<file path="src/rtl/pong_pkg.sv">
// Shared keycodes, screen geometry, paddle FSM types and the Y clamp helper.
// Optional build macro PADDLE_CTRL_ACCEL_EN adds the MOVE_FAST state.
package pong_pkg;

    localparam logic [3:0] KEY_NONE  = 4'h0;
    localparam logic [3:0] KEY_UP    = 4'h2;
    localparam logic [3:0] KEY_DOWN  = 4'h8;
    localparam logic [3:0] KEY_SERVE = 4'h5;

    localparam int SCREEN_H = 480;

`ifdef PADDLE_CTRL_ACCEL_EN
    typedef enum logic [1:0] {
        IDLE      = 2'd0,
        MOVE_SLOW = 2'd1,
        MOVE_FAST = 2'd2
    } paddle_state_t;
`else
    typedef enum logic [1:0] {
        IDLE      = 2'd0,
        MOVE_SLOW = 2'd1
    } paddle_state_t;
`endif

    typedef enum logic {
        DIR_UP   = 1'b0,
        DIR_DOWN = 1'b1
    } dir_t;

    // Saturate a signed candidate position into 0..y_max so it can never wrap.
    function automatic logic [9:0] clamp_y(input logic signed [10:0] v,
                                           input logic [9:0] y_max);
        logic [9:0] r;
        if (v < 11'sd0) begin
            r = 10'd0;
        end else if (v > $signed({1'b0, y_max})) begin
            r = y_max;
        end else begin
            r = v[9:0];
        end
        return r;
    endfunction

endpackage

</file>
<file path="src/rtl/key_debounce.sv">
// Keycode debouncer: a keycode must be sampled unchanged DEBOUNCE_CYC+1 times
// before it is accepted; key_chg flags the edge on which key_db takes a new value.
module key_debounce
    import pong_pkg::*;
#(
    parameter int DEBOUNCE_CYC = 8
) (
    input  logic       clk,
    input  logic       rst,
    input  logic [3:0] keycode,
    output logic [3:0] key_db,
    output logic       key_chg,
    output logic [3:0] key_new
);

    localparam int CNT_W = $clog2(DEBOUNCE_CYC) + 1;
    localparam logic [CNT_W-1:0] CNT_MAX = CNT_W'(DEBOUNCE_CYC - 1);

    logic [3:0]       cand_r;
    logic [CNT_W-1:0] cnt_r;
    logic [3:0]       key_db_r;
    logic             load_s;

    assign load_s  = (keycode == cand_r) && (cnt_r == CNT_MAX);
    assign key_chg = load_s && (cand_r != key_db_r);
    assign key_new = cand_r;
    assign key_db  = key_db_r;

    // Candidate tracking, stability counter and accepted-key register.
    always_ff @(posedge clk or posedge rst) begin
        if (rst) begin
            cand_r   <= KEY_NONE;
            cnt_r    <= {CNT_W{1'b0}};
            key_db_r <= KEY_NONE;
        end else begin
            cand_r <= keycode;
            if (keycode != cand_r) begin
                cnt_r <= {CNT_W{1'b0}};
            end else if (load_s) begin
                key_db_r <= cand_r;
            end else begin
                cnt_r <= cnt_r + CNT_W'(1);
            end
        end
    end

endmodule

</file>
<file path="src/rtl/paddle_ctrl.sv">
// Per-player paddle motion controller: debounced keypad in, paddle top Y and serve request out.
// Build macro PADDLE_CTRL_ACCEL_EN enables double-speed motion after a long hold.
module paddle_ctrl
    import pong_pkg::*;
#(
    parameter int PADDLE_H     = 64,
    parameter int Y_INIT       = 208,
    parameter int STEP         = 4,
    parameter int DEBOUNCE_CYC = 8
`ifdef PADDLE_CTRL_ACCEL_EN
   ,parameter int ACCEL_FRAMES = 16
`endif
) (
    input  logic       clk,
    input  logic       rst,
    input  logic [3:0] keycode,
    input  logic       frame_tick,
    input  logic       en,
    output logic [9:0] paddle_y,
    output logic       moving_up,
    output logic       moving_down,
    output logic       serve_pulse,
    output logic [3:0] key_db
);

    localparam logic [9:0]        Y_MAX   = 10'(SCREEN_H - PADDLE_H);
    localparam logic [9:0]        Y_RST   = 10'(Y_INIT);
    localparam logic signed [10:0] STEP_S  = 11'(STEP);
`ifdef PADDLE_CTRL_ACCEL_EN
    localparam logic signed [10:0] STEP2_S = 11'(2 * STEP);
    localparam int                 HOLD_W  = $clog2(ACCEL_FRAMES) + 1;
    // hold_r is about to become ACCEL_FRAMES-1 when it currently holds this value.
    localparam logic [HOLD_W-1:0]  HOLD_LAST = HOLD_W'(ACCEL_FRAMES - 2);
    logic [HOLD_W-1:0] hold_r;
`endif

    logic [3:0]           key_db_s;
    logic                 key_chg_s;
    logic [3:0]           key_new_s;
    logic                 serve_pulse_r;
    paddle_state_t        state_r;
    dir_t                 dir_r;
    logic [9:0]           paddle_y_r;
    logic                 moving_up_r;
    logic                 moving_down_r;
    logic                 req_valid_s;
    dir_t                 req_dir_s;
    logic signed [10:0]   delta_s;
    logic signed [10:0]   y_ext_s;
    logic signed [10:0]   y_sum_s;
    logic [9:0]           y_next_s;

    key_debounce #(
        .DEBOUNCE_CYC(DEBOUNCE_CYC)
    ) u_debounce (
        .clk     (clk),
        .rst     (rst),
        .keycode (keycode),
        .key_db  (key_db_s),
        .key_chg (key_chg_s),
        .key_new (key_new_s)
    );

    assign req_valid_s = (key_db_s == KEY_UP) || (key_db_s == KEY_DOWN);
    assign req_dir_s   = (key_db_s == KEY_UP) ? DIR_UP : DIR_DOWN;

    // Candidate position for this frame, clamped to the visible range.
    always_comb begin
        delta_s = STEP_S;
`ifdef PADDLE_CTRL_ACCEL_EN
        if ((state_r == MOVE_FAST) && (req_dir_s == dir_r)) begin
            delta_s = STEP2_S;
        end else begin
            delta_s = STEP_S;
        end
`endif
        y_ext_s = $signed({1'b0, paddle_y_r});
        if (req_dir_s == DIR_UP) begin
            y_sum_s = y_ext_s - delta_s;
        end else begin
            y_sum_s = y_ext_s + delta_s;
        end
        y_next_s = clamp_y(y_sum_s, Y_MAX);
    end

    // Serve request fires on the edge key_db switches to the serve key.
    always_ff @(posedge clk or posedge rst) begin
        if (rst) begin
            serve_pulse_r <= 1'b0;
        end else begin
            serve_pulse_r <= key_chg_s && (key_new_s == KEY_SERVE);
        end
    end

    // Per-frame motion FSM with position and direction flags.
    always_ff @(posedge clk or posedge rst) begin
        if (rst) begin
            state_r       <= IDLE;
            dir_r         <= DIR_UP;
            paddle_y_r    <= Y_RST;
            moving_up_r   <= 1'b0;
            moving_down_r <= 1'b0;
`ifdef PADDLE_CTRL_ACCEL_EN
            hold_r        <= {HOLD_W{1'b0}};
`endif
        end else if (frame_tick && en) begin
            if (!req_valid_s) begin
                state_r       <= IDLE;
                moving_up_r   <= 1'b0;
                moving_down_r <= 1'b0;
`ifdef PADDLE_CTRL_ACCEL_EN
                hold_r        <= {HOLD_W{1'b0}};
`endif
            end else begin
                paddle_y_r    <= y_next_s;
                dir_r         <= req_dir_s;
                moving_up_r   <= (req_dir_s == DIR_UP);
                moving_down_r <= (req_dir_s == DIR_DOWN);
                if ((state_r == IDLE) || (req_dir_s != dir_r)) begin
                    state_r <= MOVE_SLOW;
`ifdef PADDLE_CTRL_ACCEL_EN
                    hold_r  <= {HOLD_W{1'b0}};
`endif
                end else begin
                    case (state_r)
                        MOVE_SLOW: begin
`ifdef PADDLE_CTRL_ACCEL_EN
                            hold_r <= hold_r + HOLD_W'(1);
                            if (hold_r == HOLD_LAST) begin
                                state_r <= MOVE_FAST;
                            end else begin
                                state_r <= MOVE_SLOW;
                            end
`else
                            state_r <= MOVE_SLOW;
`endif
                        end
`ifdef PADDLE_CTRL_ACCEL_EN
                        MOVE_FAST: state_r <= MOVE_FAST;
`endif
                        default:   state_r <= IDLE;
                    endcase
                end
            end
        end else begin
            state_r <= state_r;
        end
    end

    assign paddle_y    = paddle_y_r;
    assign moving_up   = moving_up_r;
    assign moving_down = moving_down_r;
    assign serve_pulse = serve_pulse_r;
    assign key_db      = key_db_s;

endmodule
</file>
<file path="config.mk">
export PLATFORM = sky130hd
export DESIGN_NAME = paddle_ctrl
export DESIGN_NICKNAME = d
export VERILOG_FILES = /design/src/rtl/pong_pkg.sv /design/src/rtl/key_debounce.sv /design/src/rtl/paddle_ctrl.sv
export SDC_FILE = /design/constraint.sdc
export NUM_CORES = 1
export LEC_CHECK = 0
export ABC_AREA = 1
export CORE_MARGIN = 8
export CORE_UTILIZATION = 41
export CTS_CLUSTER_DIAMETER = 100
export DETAILED_ROUTE_END_ITERATION = 10
export PLACE_DENSITY = 0.67
export SYNTH_ARGS = -nofsm -noshare
export SYNTH_HDL_FRONTEND = slang
export SYNTH_SLANG_ARGS = --single-unit
</file>
<file path="constraint.sdc">
create_clock -name clk -period 1.7 [get_ports clk]
set_input_delay 0.255 -clock clk [delete_from_list [all_inputs] [get_ports clk]]
set_output_delay 0.255 -clock clk [all_outputs]
set_load 0.01 [all_outputs]
</file>
==> results of run 1 <==
==> cells in the mapped netlist <==
master	number	area (um^2)
a21oi_1	4	20.0
xor2_1	1	8.76
nand3b_1	1	7.51
o21ai_0	4	20.0
nor3_1	1	5.00
nand3_1	15	75.1
nand4_1	6	37.5
inv_1	25	93.8
inv_2	1	3.75
a21oi_2	1	8.76
dfstp_2	3	78.8
nor4_2	1	12.5
fa_1	1	20.0
nand4_2	1	12.5
dfrtp_1	20	500
buf_4	2	15.0
o21bai_1	1	7.51
nand2_2	7	43.8
a211oi_1	1	7.51
conb_1	1	3.75
ha_1	9	113
nor2_2	3	18.8
nor2_4	2	22.5
nand3_2	2	20.0
xnor2_1	4	35.0
nand2_1	61	229
nor2_1	10	37.5
==> cell families (layout without fill, tap and decap cells) <==
family                     after synthesis  count (layout)  synth area share [%]
AOI/OAI and AO/OA                       11              11                  4.38
other                                    1               2                 0.257
xor gates and xnor gates                 5               5                  3.00
buffers and inverters                   28              88                  7.72
DFF                                     23              23                  39.7
and+or+nand+nor                        110             110                  35.8
adders and majority gates               10              10                  9.10
==> per-layer routing <==
metal / share of wire [%] / wire length [um] / GRT usage [%]
met3: 4.1 / 162 / 3.03
met4: 0.23 / 9 / 4.26
met2: 58 / 2300 / 26.9
met1: 38 / 1500 / 14.6
met5: 0 / 0 / 0
==> cell type report <==
class                           instances  share of cell area, %
Multi-Input combinational cell        138                   43.1
Inverter                               26                   4.70
Timing Repair Buffer                   57                   22.2
Timing Repair inverter                  1                  0.392
Sequential cell                        23                   25.9
Tap cell                               46                   2.57
Clock buffer                            4                   1.18
==> worst max-delay path by stage <==
stage / startpoint / end / slack [ns]
after global routing: u_debounce.key_db[0] / paddle_y[5] / -0.39
after global placement: u_debounce.key_db[0] / paddle_y[4] / -0.21
after floorplan: u_debounce.key_db[0] / paddle_y[5] / -0.16
after detailed placement: u_debounce.key_db[0] / paddle_y[3] / -0.28
after CTS: u_debounce.key_db[2] / paddle_y[3] / -0.27
final: u_debounce.key_db[0] / paddle_y[3] / -0.27
==> where the power goes <==
group	internal, uW	switching (uW)	total [uW]
Combinational	445	423	868
Sequential	618	81.0	699
Clock	91.3	159	250
==> timing repair <==
action | CTS | global route
cloned | 1 | 0
resized for setup | 15 | 27
endpoints found under the setup margin | 10 | 9
setup buffers | 3 | 7
pin swaps | 11 | 11
==> sequential cells by signal (all words and copies together) (netlist names) <==
| name | count |
|---|---|
| paddle_y | 8 |
| u_debounce.cnt_r | 4 |
| moving_up | 1 |
| u_debounce.key_db | 4 |
| serve_pulse | 1 |
| u_debounce.key_new | 4 |
| moving_down | 1 |
==> per-stage QoR <==
step / setup WS (ns) / total power [uW] / hold slack [ns] / instances
after floorplan: -0.164 / 1080 / 0.255 / 189
after global placement: -0.207 / 1430 / 0.464 / 280
after detailed placement: -0.285 / 1450 / 0.484 / 280
after CTS: -0.270 / 1740 / 0.282 / 288
after global routing: -0.391 / 1950 / 0.321 / 295
final: -0.274 / 1820 / 0.281 / 295
==> worst max-delay path: stages (launching register included) <==
cell     delay [ns]
dfrtp_1        0.43
nor2_4         0.15
nand3_4        0.14
inv_8          0.12
fa_2           0.25
buf_6          0.11
inv_2          0.02
nand2_2        0.05
nand2_2        0.06
nand2_2        0.08
nand3_2        0.07
nand2_1        0.13
nand3_4        0.11
nand4_1        0.12
nand2_1        0.05
==> run summary, run 1 <==
Crit path DAT = 2.18 ns
Die Area = 5720 um^2
Most frequent cells in the layout = 47 x nand2_1, 34 x buf_4, 22 x inv_1
Average cell area after synthesis = 7.75 um^2
Clock Tree Buf Depth = 2
Die Y = 75.6 um
DRT iter0 DRCs = 62
Setup TNS Final = -1.77 ns
Share of cells above drive strength 1 = 36.9%
Drt pass-1 iters = 4
Period utilisation layout = 116%
Num rows = 21
Worst skew pair latency = 0.30 ns
Die Wd = 75.6 um
Hold buffers post-CTS = 0
Via density per instance = 4.89
CTS Buf Count = 3
Critical path class = reg -> reg
Worst reg2reg path startpoint = u_debounce.key_db[0]
GR Util All Layers = 14.0%
Cell variety after synth = 27
IO Port Bufs = 22
Worst VDD drop = 0.000474 V
Final Setup Violations = 7
Violated checks = setup timing
TritonCTS clock tree = done
Max-slew violations = 0
Placed cell areas = 2000 um^2
Routed wire per std cell = 13.4 um
IO Count = 25
FILL cells = 279
R2R cell count = 14
Post-route cell area = 2240 um^2
Max Cap Viol = 0
Final net count = 268
Skew final = 0.00190 ns
PwrDens = 813 nW/um^2
Yosys reg bits = 23
Final ANT Viol Nets = 0
Number of global-route vias before repair = 1471
Reg2reg end = paddle_y[3]
CP startpoint kind = register
Outcome = finished, violations left
Fin. Hold Viols = 0
RSZ-0062 raised after global routing = yes
Largest net degree at the start of global routing = 24
Clk sink count = 23
Worst setup margin = -0.274 ns
Initial cell density of the core = 43.0%
Total core area = 3390 um^2
Yosys warns = 0
Cells after Synth = 188
Tmin final = 1.97 ns
CP endpoint kind = register
H-tree lvl count = 1
Clock Pin Slew Worst Setup and Hold Paths = 0.12 ns
Sequential cell area = 579 um^2
First-pass GRT wire length = 6230 um
WP data required = 1.91 ns
Grt ovf = 0
DRC = 0
Clk root buf = clkbuf_4
Leak Pwr = 0.00119 uW
R2R setup slack = -0.27 ns
Sequential fraction of the synthesis area = 39.7%
WL final = 3970 um
Fmax = 507 MHz
DPL Wire Length = 2900 um
Hold WC Path Type = in -> async
Via Count = 1444
Area of the multi-input gates = 963 um^2
Synthesized cell area = 1460 um^2
Initial antenna violation count = 0
Final GP Congestion = 0.802
Layout area overhead = 53.4%
Commonest non-fill, non-tap cell in the layout = nand2_1
Finished Core Util = 66.0%
N_diodes = 0
Crit path max fanout = 5
No activity file was read; power rests on OpenSTA's default activity.
==> inputs of run 2 (changes only) <==
--- a/config.mk
+++ b/config.mk
@@ -6,6 +6,7 @@
 export NUM_CORES = 1
 export LEC_CHECK = 0
 export ABC_AREA = 1
+export CORE_ASPECT_RATIO = 0.6
 export CORE_MARGIN = 8
 export CORE_UTILIZATION = 41
 export CTS_CLUSTER_DIAMETER = 100
==> run summary, run 2 (synthesis results as in run 1) <==
Final ANT Viol Nets = 0
Total core area = 3320 um^2
Clock Tree Buf Depth = 2
Number of buffers and inverters on the critical path = 2
CTS Buf Count = 3
Grt ovf = 0
Final net count = 270
Final Setup Violations = 8
Post-route cell area = 2290 um^2
CP startpoint kind = register
DPL Wire Length = 2900 um
IO Port Bufs = 22
Die Area = 5780 um^2
Clk sink count = 23
Via density per instance = 4.92
Hold WC Path Type = in -> async
R2R setup slack = -0.30 ns
Initial cell density of the core = 43.9%
CP endpoint kind = register
WL final = 3920 um
Outcome = finished, violations left
Largest net degree at the start of global routing = 24
N_diodes = 0
TritonCTS clock tree = done
DRT iter0 DRCs = 81
Period utilisation layout = 118%
H-tree lvl count = 1
Max Cap Viol = 0
Clock Pin Slew Worst Setup and Hold Paths = 0.08 ns
IO Count = 25
Worst path depth = 13
R2R cell count = 13
Final GP Congestion = 0.828
Worst setup margin = -0.301 ns
Met2 WL = 1690 um
Most frequent cells in the layout = 48 x nand2_1, 37 x buf_4, 24 x inv_1
Max-slew violations = 0
First-pass GRT wire length = 6670 um
Num rows = 16
Leak Pwr = 0.00112 uW
CP dominant cell by count = nand2_2
Commonest non-fill, non-tap cell in the layout = nand2_1
Critical-path cell list = nor2_4 > nand3_4 > inv_6 > ha_4 > nand2_4 > inv_2 > a21oi_4 > nand2_2 > nand2_2 > nand2_2 > nor2_4 > nand4_1 > nand2_1
Die Wd = 93.0 um
Initial antenna violation count = 0
Critical path's top delay family = simple AND/OR/NAND/NOR gates
Drt pass-1 iters = 4
Total power = 1890 uW
Setup TNS Final = -1.94 ns
Fin. Hold Viols = 0
DRC = 0
Crit-path max cell delay = 0.41 ns
RSZ-0062 raised after global routing = yes
Max FFs per register = 8
Layout area overhead = 56.9%
Crit path max fanout = 7
Critical path's slowest cell = dfrtp_1
Worst skew pair latency = 0.25 ns
Tmin final = 2.00 ns
Number of global-route vias before repair = 1448
DR top layer = met4
Routed wire per std cell = 13.2 um
Die Y = 62.2 um
Worst VDD drop = 0.000623 V
Fmax = 500 MHz
PwrDens = 825 nW/um^2
Violated checks = setup timing
Share of cells above drive strength 1 = 37.5%
Placed cell areas = 2010 um^2
Critical path class = reg -> reg
GR Util All Layers = 13.7%
Clk root buf = clkbuf_8
FILL cells = 277
DR WL met3 = 243 um
Via Count = 1455
WP data required = 1.90 ns
Met1 wire length = 1940 um
Crit path DAT = 2.20 ns
Skew final = 0.00152 ns
## run 2: cell count changes in the layout (fill, tap and decap cells not counted), sizes merged
cell and change:
dlygate4sd2 -2, clkdlybuf4s50 +7, buf +2, dlymetal6s2s -5
## run 2: layout make-up
cell class	count	area (um^2)	area share (%)
Multi-Input combinational cell	138	996	43.5
Inverter	26	105	4.60
Timing Repair inverter	1	8.76	0.383
Sequential cell	23	579	25.3
Timing Repair Buffer	59	497	21.7
Clock buffer	4	45.0	1.97
Tap cell	45	56.3	2.46
## run 2: stage by stage
| step | hold slack, ns | setup WS, ns | utilization, % | std cells |
|---|---|---|---|---|
| 6_report | 0.336 | -0.301 | 68.8 | 296 |
| 5_1_grt | 0.362 | -0.456 | 68.8 | 296 |
| 4_1_cts | 0.342 | -0.282 | 66.3 | 293 |
| 3_5_place_dp | 0.465 | -0.370 | 60.4 | 280 |
| 3_3_place_gp | 0.465 | -0.277 | 60.4 | 280 |
| 2_1_floorplan | 0.255 | -0.164 | - | 189 |
## run 2: routing by layer
layer,track usage (%),vias up
met5,0,-
met4,2.79,0
met3,3.60,4
met2,19.8,43
met1,19.7,688
li1,-,720
## run 2: tightest hold or removal path, cell delays in order
cell,delay (ns)
clkdlybuf4s50_1,0.40
inv_1,0.05
buf_4,0.28
## run 2: worst paths after layout
check,from,end
worst max-delay path,u_debounce.key_db[2],paddle_y[3]
min in group clk,moving_down,moving_down
worst min-delay path,rst,moving_down
worst min register to register,moving_down,moving_down
worst max register to register,u_debounce.key_db[2],paddle_y[3]
max in group asynchronous,rst,paddle_y[4]
## run 2: report_power, final
part,internal [uW],switching [uW],leakage [uW]
Combinational,438,432,0.000811
Sequential,618,74.6,0.000285
Clock,167,158,0.0000228
## run 2: what timing repair did
action	CTS	global route
pin swaps	9	11
hold buffers	0	0
gates resized for setup	23	14
cloned	1	0
buffers inserted	8	3
endpoints found under the setup margin	8	9
hold endpoints to repair	0	0
==> inputs of run 3 (changes only) <==
--- a/config.mk
+++ b/config.mk
@@ -11,7 +11,7 @@
 export CORE_UTILIZATION = 41
 export CTS_CLUSTER_DIAMETER = 100
 export DETAILED_ROUTE_END_ITERATION = 10
-export PLACE_DENSITY = 0.67
+export PLACE_DENSITY = 0.73
 export SYNTH_ARGS = -nofsm -noshare
 export SYNTH_HDL_FRONTEND = slang
 export SYNTH_SLANG_ARGS = --single-unit
==> run summary, run 3 (synthesis results as in run 1) <==
Fin. Hold Viols = 0
Final net count = 258
Clock Pin Slew Worst Setup and Hold Paths = 0.08 ns
Total core area = 3320 um^2
Final non-filler cell total = 284
IO Port Bufs = 22
Final Setup Violations = 7
WP data required = 1.87 ns
CP startpoint kind = register
Clk root buf = clkbuf_8
N_diodes = 0
Worst skew pair latency = 0.26 ns
Period utilisation layout = 113%
Drt pass-1 iters = 4
Routed wire per std cell = 12.7 um
Clock Tree Buf Depth = 2
Grt ovf = 0
DRC = 0
Die Y = 62.2 um
Fmax = 520 MHz
Max-slew violations = 0
Violated checks = setup timing
WL final = 3610 um
DPL Wire Length = 2740 um
Setup TNS Final = -1.37 ns
Critical path class = reg -> reg
Num rows = 16
Crit path max fanout = 7
Clk sink count = 23
Final ANT Viol Nets = 0
Die Area = 5780 um^2
Dpl cells = 276
Crit path DAT = 2.09 ns
Most frequent cells in the layout = 47 x nand2_1, 25 x buf_4, 23 x inv_1
Skew final = 0.000945 ns
PwrDens = 846 nW/um^2
Via density per instance = 4.79
Number of global-route vias before repair = 1290
IO Count = 25
RSZ-0062 raised after global routing = yes
DRT iter0 DRCs = 56
GR Util All Layers = 12.3%
Largest net degree at the start of global routing = 17
First-pass GRT wire length = 5950 um
Worst VDD drop = 0.000497 V
Max FFs per register = 8
Leak Pwr = 0.00108 uW
Final GP Congestion = 0.820
Initial antenna violation count = 0
Worst setup margin = -0.222 ns
Outcome = finished, violations left
Hold WC Path Type = in -> async
Via Count = 1359
CP endpoint kind = register
Max Cap Viol = 0
Place WS = -0.273 ns
CTS Buf Count = 3
FILL cells = 286
R2R setup slack = -0.22 ns
TritonCTS clock tree = done
Layout area overhead = 49.9%
Die Wd = 93.0 um
Tmin final = 1.92 ns
Initial cell density of the core = 43.9%
Hold buffers post-CTS = 0
Commonest non-fill, non-tap cell in the layout = nand2_1
H-tree lvl count = 1
Share of cells above drive strength 1 = 34.7%
## run 3: cell count changes in the layout (fill, tap and decap cells not counted), moves of 2 or more
cell,previous run,this run
nand3_2,7,4
nand3_1,8,10
a21oi_2,0,2
nand2_2,15,18
buf_4,37,25
nand2_4,5,3
## run 3: layout make-up
class	instances	area, um^2	share of cell area [%]
Timing Repair inverter	1	8.76	0.401
Inverter	26	105	4.81
Clock buffer	4	45.0	2.06
Tap cell	45	56.3	2.58
Timing Repair Buffer	47	409	18.7
Multi-Input combinational cell	138	980	44.8
Sequential cell	23	581	26.6
## run 3: power by group
part / internal [uW] / total (uW) / switching [uW]
Clock: 168 / 346 / 178
Combinational: 399 / 802 / 403
Sequential: 619 / 700 / 81.1
## run 3: worst paths after layout
path,startpoint,endpoint,depth (start not counted)
setup / recovery,u_debounce.key_db[0],paddle_y[5],12
hold / removal,rst,paddle_y[8],2
setup reg to reg,u_debounce.key_db[0],paddle_y[5],12
hold reg to reg,moving_down,moving_down,2
max in group asynchronous,rst,u_debounce.cnt_r[2],3
min in group clk,keycode[0],u_debounce.key_new[0],1
## run 3: worst max-delay path: stages, from the launching register on
cell and delay [ns]:
dfrtp_1 0.41, nor2_4 0.14, nand3_4 0.13, inv_6 0.12, ha_4 0.22, a21oi_4 0.13, nor2_1 0.05, nor2_1 0.16
nand3b_1 0.14, nand2_4 0.14, nand3_1 0.08, nand2_1 0.06, nand2_1 0.04
## run 3: metal layers
layer,wire [um],GRT usage (%)
met1,1920,18.3
met2,1430,16.5
met3,263,4.32
met4,0,1.60
met5,0,0
## run 3: per-stage QoR
step	cell area [um^2]	hold slack, ns	total power (uW)	util (%)
floorplan	1550	0.255	1080	-
global placement	1980	0.471	1410	59.5
finish	2180	0.245	1850	65.7
detailed placement	1980	0.470	1410	59.5
CTS	2090	0.245	1780	62.8
global route	2180	0.272	1970	65.7
## run 3: repair_timing
item | CTS | global route
gates cloned | 1 | 0
setup buffers | 1 | 2
resized for setup | 14 | 23
pin swaps | 9 | 14
setup endpoints to repair | 8 | 9
